### src/rtl/bram_arbiter.sv
// bram_arbiter: round-robin arbiter sharing one single-port BRAM controller
// among NUM_REQ requesters. Supports bounded locked bursts and steers the
// 1-cycle-latency read data back to the requester that issued the read.
module bram_arbiter #(
  parameter int DAT_WIDTH  = 32,
  parameter int ADDR_WIDTH = 32,
  parameter int NUM_REQ    = 4,
  parameter int MAX_BURST  = 16,
  parameter int ID_WIDTH   = 2
) (
  input  logic                          clk,
  input  logic                          rst,
  input  logic [NUM_REQ-1:0]            req_vld,
  input  logic [NUM_REQ-1:0]            req_wr,
  input  logic [NUM_REQ-1:0]            req_lock,
  input  logic [NUM_REQ*ADDR_WIDTH-1:0] req_addr,
  input  logic [NUM_REQ*DAT_WIDTH-1:0]  req_dat,
  output logic [NUM_REQ-1:0]            req_gnt,
  output logic [DAT_WIDTH-1:0]          rsp_dat,
  output logic [NUM_REQ-1:0]            rsp_val,
  output logic [ADDR_WIDTH-1:0]         ctrl_addr,
  output logic                          ctrl_wren,
  output logic [DAT_WIDTH-1:0]          ctrl_idat,
  output logic                          ctrl_rden,
  input  logic [DAT_WIDTH-1:0]          ctrl_odat,
  input  logic                          ctrl_oval,
  output logic [ID_WIDTH-1:0]           owner_id,
  output logic                          busy
);

  localparam int CNT_W = $clog2(MAX_BURST + 1);
  localparam logic [CNT_W-1:0] MAX_CNT = CNT_W'(MAX_BURST);
  localparam logic [CNT_W-1:0] ONE_CNT = CNT_W'(1);
  localparam logic [ID_WIDTH-1:0] LAST_ID = ID_WIDTH'(NUM_REQ - 1);

  // Registered arbitration / read-tracking state
  logic [ID_WIDTH-1:0] rr_ptr_q, rr_ptr_d;
  logic [ID_WIDTH-1:0] owner_id_q, owner_id_d;
  logic                lock_own_q, lock_own_d;
  logic [CNT_W-1:0]    burst_cnt_q, burst_cnt_d;
  logic                rd_pend_q, rd_pend_d;
  logic [ID_WIDTH-1:0] rd_id_q, rd_id_d;

  // Arbitration results
  logic                gnt_any_s;
  logic                gnt_en_s;
  logic                use_lock_s;
  logic [ID_WIDTH-1:0] gnt_idx_s;
  logic [ID_WIDTH-1:0] cand_s;

  // Unpacked views of the packed per-requester address/data buses
  logic [ADDR_WIDTH-1:0] addr_arr_s [NUM_REQ];
  logic [DAT_WIDTH-1:0]  dat_arr_s  [NUM_REQ];

  for (genvar g = 0; g < NUM_REQ; g++) begin : g_unpack
    assign addr_arr_s[g] = req_addr[g*ADDR_WIDTH +: ADDR_WIDTH];
    assign dat_arr_s[g]  = req_dat[g*DAT_WIDTH +: DAT_WIDTH];
  end

  // Pick the winner: locked owner while its burst budget lasts, else round-robin scan
  always_comb begin
    gnt_any_s  = 1'b0;
    use_lock_s = 1'b0;
    gnt_idx_s  = owner_id_q;
    cand_s     = owner_id_q;
    if (lock_own_q && req_vld[owner_id_q] && (burst_cnt_q < MAX_CNT)) begin
      gnt_any_s  = 1'b1;
      use_lock_s = 1'b1;
    end else begin
      // Scan from the farthest offset down so the nearest requester after rr_ptr wins.
      for (int off = NUM_REQ; off >= 1; off--) begin
        cand_s = ID_WIDTH'((int'(rr_ptr_q) + off) % NUM_REQ);
        if (req_vld[cand_s]) begin
          gnt_any_s = 1'b1;
          gnt_idx_s = cand_s;
        end else begin
          gnt_any_s = gnt_any_s;
        end
      end
    end
  end

  // Grants and controller strobes are suppressed while reset is held
  assign gnt_en_s = gnt_any_s & rst;

  // Drive the one-hot grant and the controller command from the winner
  always_comb begin
    req_gnt            = {NUM_REQ{1'b0}};
    req_gnt[gnt_idx_s] = gnt_en_s;
    ctrl_addr          = addr_arr_s[gnt_idx_s];
    ctrl_idat          = dat_arr_s[gnt_idx_s];
    ctrl_wren          = gnt_en_s & req_wr[gnt_idx_s];
    ctrl_rden          = gnt_en_s & ~req_wr[gnt_idx_s];
  end

  // Next-state for pointer, ownership, burst count and pending-read tracking
  always_comb begin
    rr_ptr_d    = rr_ptr_q;
    owner_id_d  = owner_id_q;
    lock_own_d  = lock_own_q;
    burst_cnt_d = burst_cnt_q;
    rd_pend_d   = 1'b0;
    rd_id_d     = rd_id_q;
    if (gnt_en_s) begin
      rr_ptr_d    = gnt_idx_s;
      owner_id_d  = gnt_idx_s;
      lock_own_d  = req_lock[gnt_idx_s];
      burst_cnt_d = use_lock_s ? (burst_cnt_q + ONE_CNT) : ONE_CNT;
      rd_pend_d   = ~req_wr[gnt_idx_s];
      rd_id_d     = req_wr[gnt_idx_s] ? rd_id_q : gnt_idx_s;
    end else begin
      rd_pend_d   = 1'b0;
    end
  end

  // State registers with asynchronous active-low reset
  always_ff @(posedge clk or negedge rst) begin
    if (!rst) begin
      rr_ptr_q    <= LAST_ID;
      owner_id_q  <= {ID_WIDTH{1'b0}};
      lock_own_q  <= 1'b0;
      burst_cnt_q <= {CNT_W{1'b0}};
      rd_pend_q   <= 1'b0;
      rd_id_q     <= {ID_WIDTH{1'b0}};
    end else begin
      rr_ptr_q    <= rr_ptr_d;
      owner_id_q  <= owner_id_d;
      lock_own_q  <= lock_own_d;
      burst_cnt_q <= burst_cnt_d;
      rd_pend_q   <= rd_pend_d;
      rd_id_q     <= rd_id_d;
    end
  end

  // Steer returning read data to the requester that owns the in-flight read;
  // an unexpected ctrl_oval (nothing pending) is ignored.
  always_comb begin
    rsp_val          = {NUM_REQ{1'b0}};
    rsp_val[rd_id_q] = ctrl_oval & rd_pend_q;
  end

  assign rsp_dat  = ctrl_odat;
  assign owner_id = owner_id_q;
  assign busy     = rd_pend_q | (|req_vld);

endmodule

### config.mk
export PLATFORM = sky130hd
export DESIGN_NAME = bram_arbiter
export DESIGN_NICKNAME = d
export VERILOG_FILES = /design/src/rtl/bram_arbiter.sv
export SDC_FILE = /design/constraint.sdc
export NUM_CORES = 1
export LEC_CHECK = 0
export BUFFER_PORTS_ARGS = -buffer_cell sky130_fd_sc_hd__buf_2
export CORE_AREA = 10 10 153 155
export CTS_BUF_LIST = sky130_fd_sc_hd__clkbuf_2 sky130_fd_sc_hd__clkbuf_4 sky130_fd_sc_hd__clkbuf_8
export CTS_CLUSTER_DIAMETER = 30
export DETAILED_ROUTE_END_ITERATION = 16
export DIE_AREA = 0 0 163 165
export GPL_TIMING_DRIVEN = 0
export PLACE_DENSITY = 0.47
export SYNTH_ARGS = -nofsm -noshare
export SYNTH_HDL_FRONTEND = slang
export SYNTH_SLANG_ARGS = --single-unit
### constraint.sdc
create_clock -name clk -period 3.1 [get_ports clk]
set_input_delay 0.155 -clock clk [delete_from_list [all_inputs] [get_ports clk]]
set_output_delay 0.155 -clock clk [all_outputs]
set_load 0.05 [all_outputs]
==> summary.md <==
| Metric | Value |
|---|---|
| Top post-synthesis cells by area | `nand2_1 33%, and3_1 14%, a31oi_1 13%, dfrtp_1 8.9%, buf_4 8.0%` |
| DP Area | `0.00537 mm²` |
| CP max FO | `10` |
| Buffers on Ports | `379` |
| Syn Inst Count | `567` |
| Vias in the first global route | `5593` |
| Core Footprint | `0.0202 mm²` |
| H-tree Lvls | `1` |
| Family with the most delay on the worst path | `compound AO/OA/AOI/OAI gates` |
| First-pass iteration count of the detailed router | `4` |
| Final Hold Fails | `0` |
| Met1 Usage GRT | `between 15 and 20%` |
| Layout cells sized above 1 | `around 51%` |
| Tcrit/Tclk final | `96.6%` |
| Crit path launch | `rr_ptr_q[0]$_DFFE_PN1P_` |
| Number of I/O pins | `412` |
| Setup slack, reg-to-reg | `0.59 ns` |
| Clock buffer count from CTS | `3` |
| Met3 usage | `under 10%` |
| Top cells by count, synth | `274 x nand2_1, 68 x and3_1, 64 x a31oi_1` |
| Worst R2R Start | `owner_id[1]$_DFFE_PN0P_` |
| Gpl congestion | `0.853` |
| Sequential cell area fraction in the yosys report | `10.6%` |
| CP Cell Sequence | `nand2_1, a211oi_2, a21oi_1, o41ai_4, buf_6, buf_4, clkbuf_4, nand2_1, and3_1, a31oi_2, buf_4` |
| Initial antenna violation count | `3` |
| DRC violation count after routing | `0` |
| #FFs+latches synth | `13` |
| Global-route wire length before repair | `33.6 mm` |
| Least-Margin Pin Slew | `0.551 ns` |
| Share of the synthesized area in the top cell type | `approximately a third` |
| Initial DRC count | `331` |
| Root Buffer | `clkbuf_8` |
| Post-DRT Antenna Nets | `0` |
| Rel. slew slack | `62.9%` |
| Worst EP required | `2.94 ns` |
| Ys Warns | `0` |
| Avg Cell Area, Syn | `5.44 µm²` |
| WP buf/inv | `4` |
| Synth async-reset ratio | `100%` |
| Area growth from synthesis to layout | `86.2%` |
| Slowest CP cell | `dfstp_2` |
| Yosys cell types | `36` |
| Final HPWL DP | `20.1 mm` |
| CP Depth | `11` |
| Startpoint types | `flop` |
| CTS Buffer Depth | `2` |
| Met2 Use GR | `between 20% and 30%` |
| Vias per cell | `4.39` |
| Die Y | `165 µm` |
| Worst setup path endpoint | `ctrl_idat[0]` |
| Status | `completed` |
| # rows | `between 50 and 60` |
| Crit path DAT | `between 2 and 3 ns` |
| TritonCTS clock tree | `done` |
| Final nets | `~1300` |
| Routed via count | `5386` |
| CP peak stage delay | `0.59 ns` |
| GRT overflow | `0` |
| Syn Nets | `~870` |
| Post-synth EDFFs | `0` |
| Largest net degree at the start of global routing | `18` |
| CP Class | `reg -> out` |
| Wirelength, routed | `23.8 mm` |
| Final setup viols | `0` |
| Fmax | `334 MHz` |
| Max cap viols | `0` |
| RSZ-0062 raised after global routing | `yes` |
| # fillers | `2391` |
| Final Skew | `0.00160 ns` |
| Die span in x | `163 µm` |
| GRT busiest layer | `met2` |
| All-Layer GR Usage | `15.9%` |
| Clock Sinks | `13` |
| Crit end category | `output pin` |
| DR WL/cell | `19.4 µm` |
| Skew-Pair Late Insertion Delay | `between 0.2 and 0.25 ns` |
| Syn Std Cell Area | `0.00308 mm²` |
| Final instance area | `approximately 0.0057 mm²` |
| Top-count cell post-synth | `nand2_1` |
| Hold Path Class | `in -> reg` |
| Post-synth top area cell | `nand2_1` |
| DIE AREA | `0.0269 mm²` |
| Initial core utilization | `15.3%` |
| Crit Reg-Reg Endpoint | `rd_id_q[0]$_DFFE_PN0P_` |
| Tmin final | `3.00 ns` |
| Slew Viols, Final | `0` |
| Clock-pin transition on the worst setup and hold timing paths | `0.06 ns` |
| Worst reg2reg path depth | `8` |
| Ys flop type | `dfrtp_1` |
[layout make-up]
class                      count  area (µm²)  share of cell area, %
antenna                        2        5.00                 0.0872
buffer                        78         537                   9.36
clock buffer                   4        48.8                  0.851
inverter                       1        3.75                 0.0654
multi-input combinational    474        2430                   42.4
sequential                    13         328                   5.71
tap                          270         338                   5.89
timing repair buffer         385        2040                   35.6
[tightest hold or removal path, delay by kind of cell]
| family | cells | cell delay (ns) |
|---|---|---|
| buf+inv | 1 | 0.08 |
| compound gates | 1 | 0.10 |
| mux | 1 | 0.09 |
| simple gates | 1 | 0.08 |
[per-layer routing]
metal  share of wire (%)  wire, µm  vias up
met5               0.076        18        -
met4                0.74       176        2
met3                 9.7      2300       15
met2                  51     12200      263
met1                  38      9090     2440
li1                    -         -     2666
[cells by family after synthesis]
logic type,count (synthesis),synth area share [%]
flip-flops,13,10.6
AO/OA/AOI/OAI,88,19.2
AND/OR/NAND/NOR,379,53.4
multiplexers,6,1.99
adder cells (fa/ha/maj),1,0.406
buffers and inverters,80,14.4
[through the flow]
step                cells  hold WS (ns)  setup WS, ns  TNS [ns]  utilization, %
floorplan             567        -0.141        -0.191    -0.751               -
global placement     1216        0.0822        -0.705    -31.58            26.6
detailed placement   1216        0.0833        -0.729    -30.78            26.6
CTS                  1222         0.297        0.0144         0            27.8
global route         1225         0.326       -0.0366    -0.178            28.4
finish               1227         0.299         0.105         0            28.4
[sequential cells by signal, indices dropped and copies added (netlist names)]
name	count
rd_id_q	2
burst_cnt_q	5
rr_ptr_q	2
owner_id	2
lock_own_q	1
rd_pend_q	1
[how the worst min path moves through the flow]
| stage | endpoint | startpoint | cells after the start |
|---|---|---|---|
| after floorplan | burst_cnt_q[0]$_DFFE_PN0P_ | rst | 0 |
| after global placement | rd_id_q[0]$_DFFE_PN0P_ | rst | 1 |
| after detailed placement | rd_id_q[0]$_DFFE_PN0P_ | rst | 1 |
| after CTS | rd_id_q[1]$_DFFE_PN0P_ | req_wr[1] | 4 |
| after global routing | lock_own_q$_DFFE_PN0P_ | req_lock[2] | 4 |
| final | rd_id_q[1]$_DFFE_PN0P_ | req_wr[1] | 4 |
[cells in the final DEF (no fill, tap or decap), types with 7 or more instances in the layout]
| cell type | n |
|---|---|
| clkbuf_4 | 19 |
| dfrtp_1 | 11 |
| a31oi_1 | 52 |
| and3_1 | 68 |
| clkbuf_1 | 7 |
| nor2_1 | 10 |
| buf_2 | 348 |
| nand2_1 | 274 |
| a31oi_2 | 12 |
| buf_4 | 69 |
| clkbuf_2 | 13 |
[what timing repair did]
item / in CTS / in global routing
pin swaps: 1 / 0
endpoints found under the hold margin: 11 / 0
setup endpoints to repair: 71 / 66
hold buffers: 1 / 0
buffers inserted: 2 / 3
gates resized for setup: 70 / 43
Power is not shown: default switching activity piles up to over one toggle a cycle in this logic, so the estimate is an artifact.
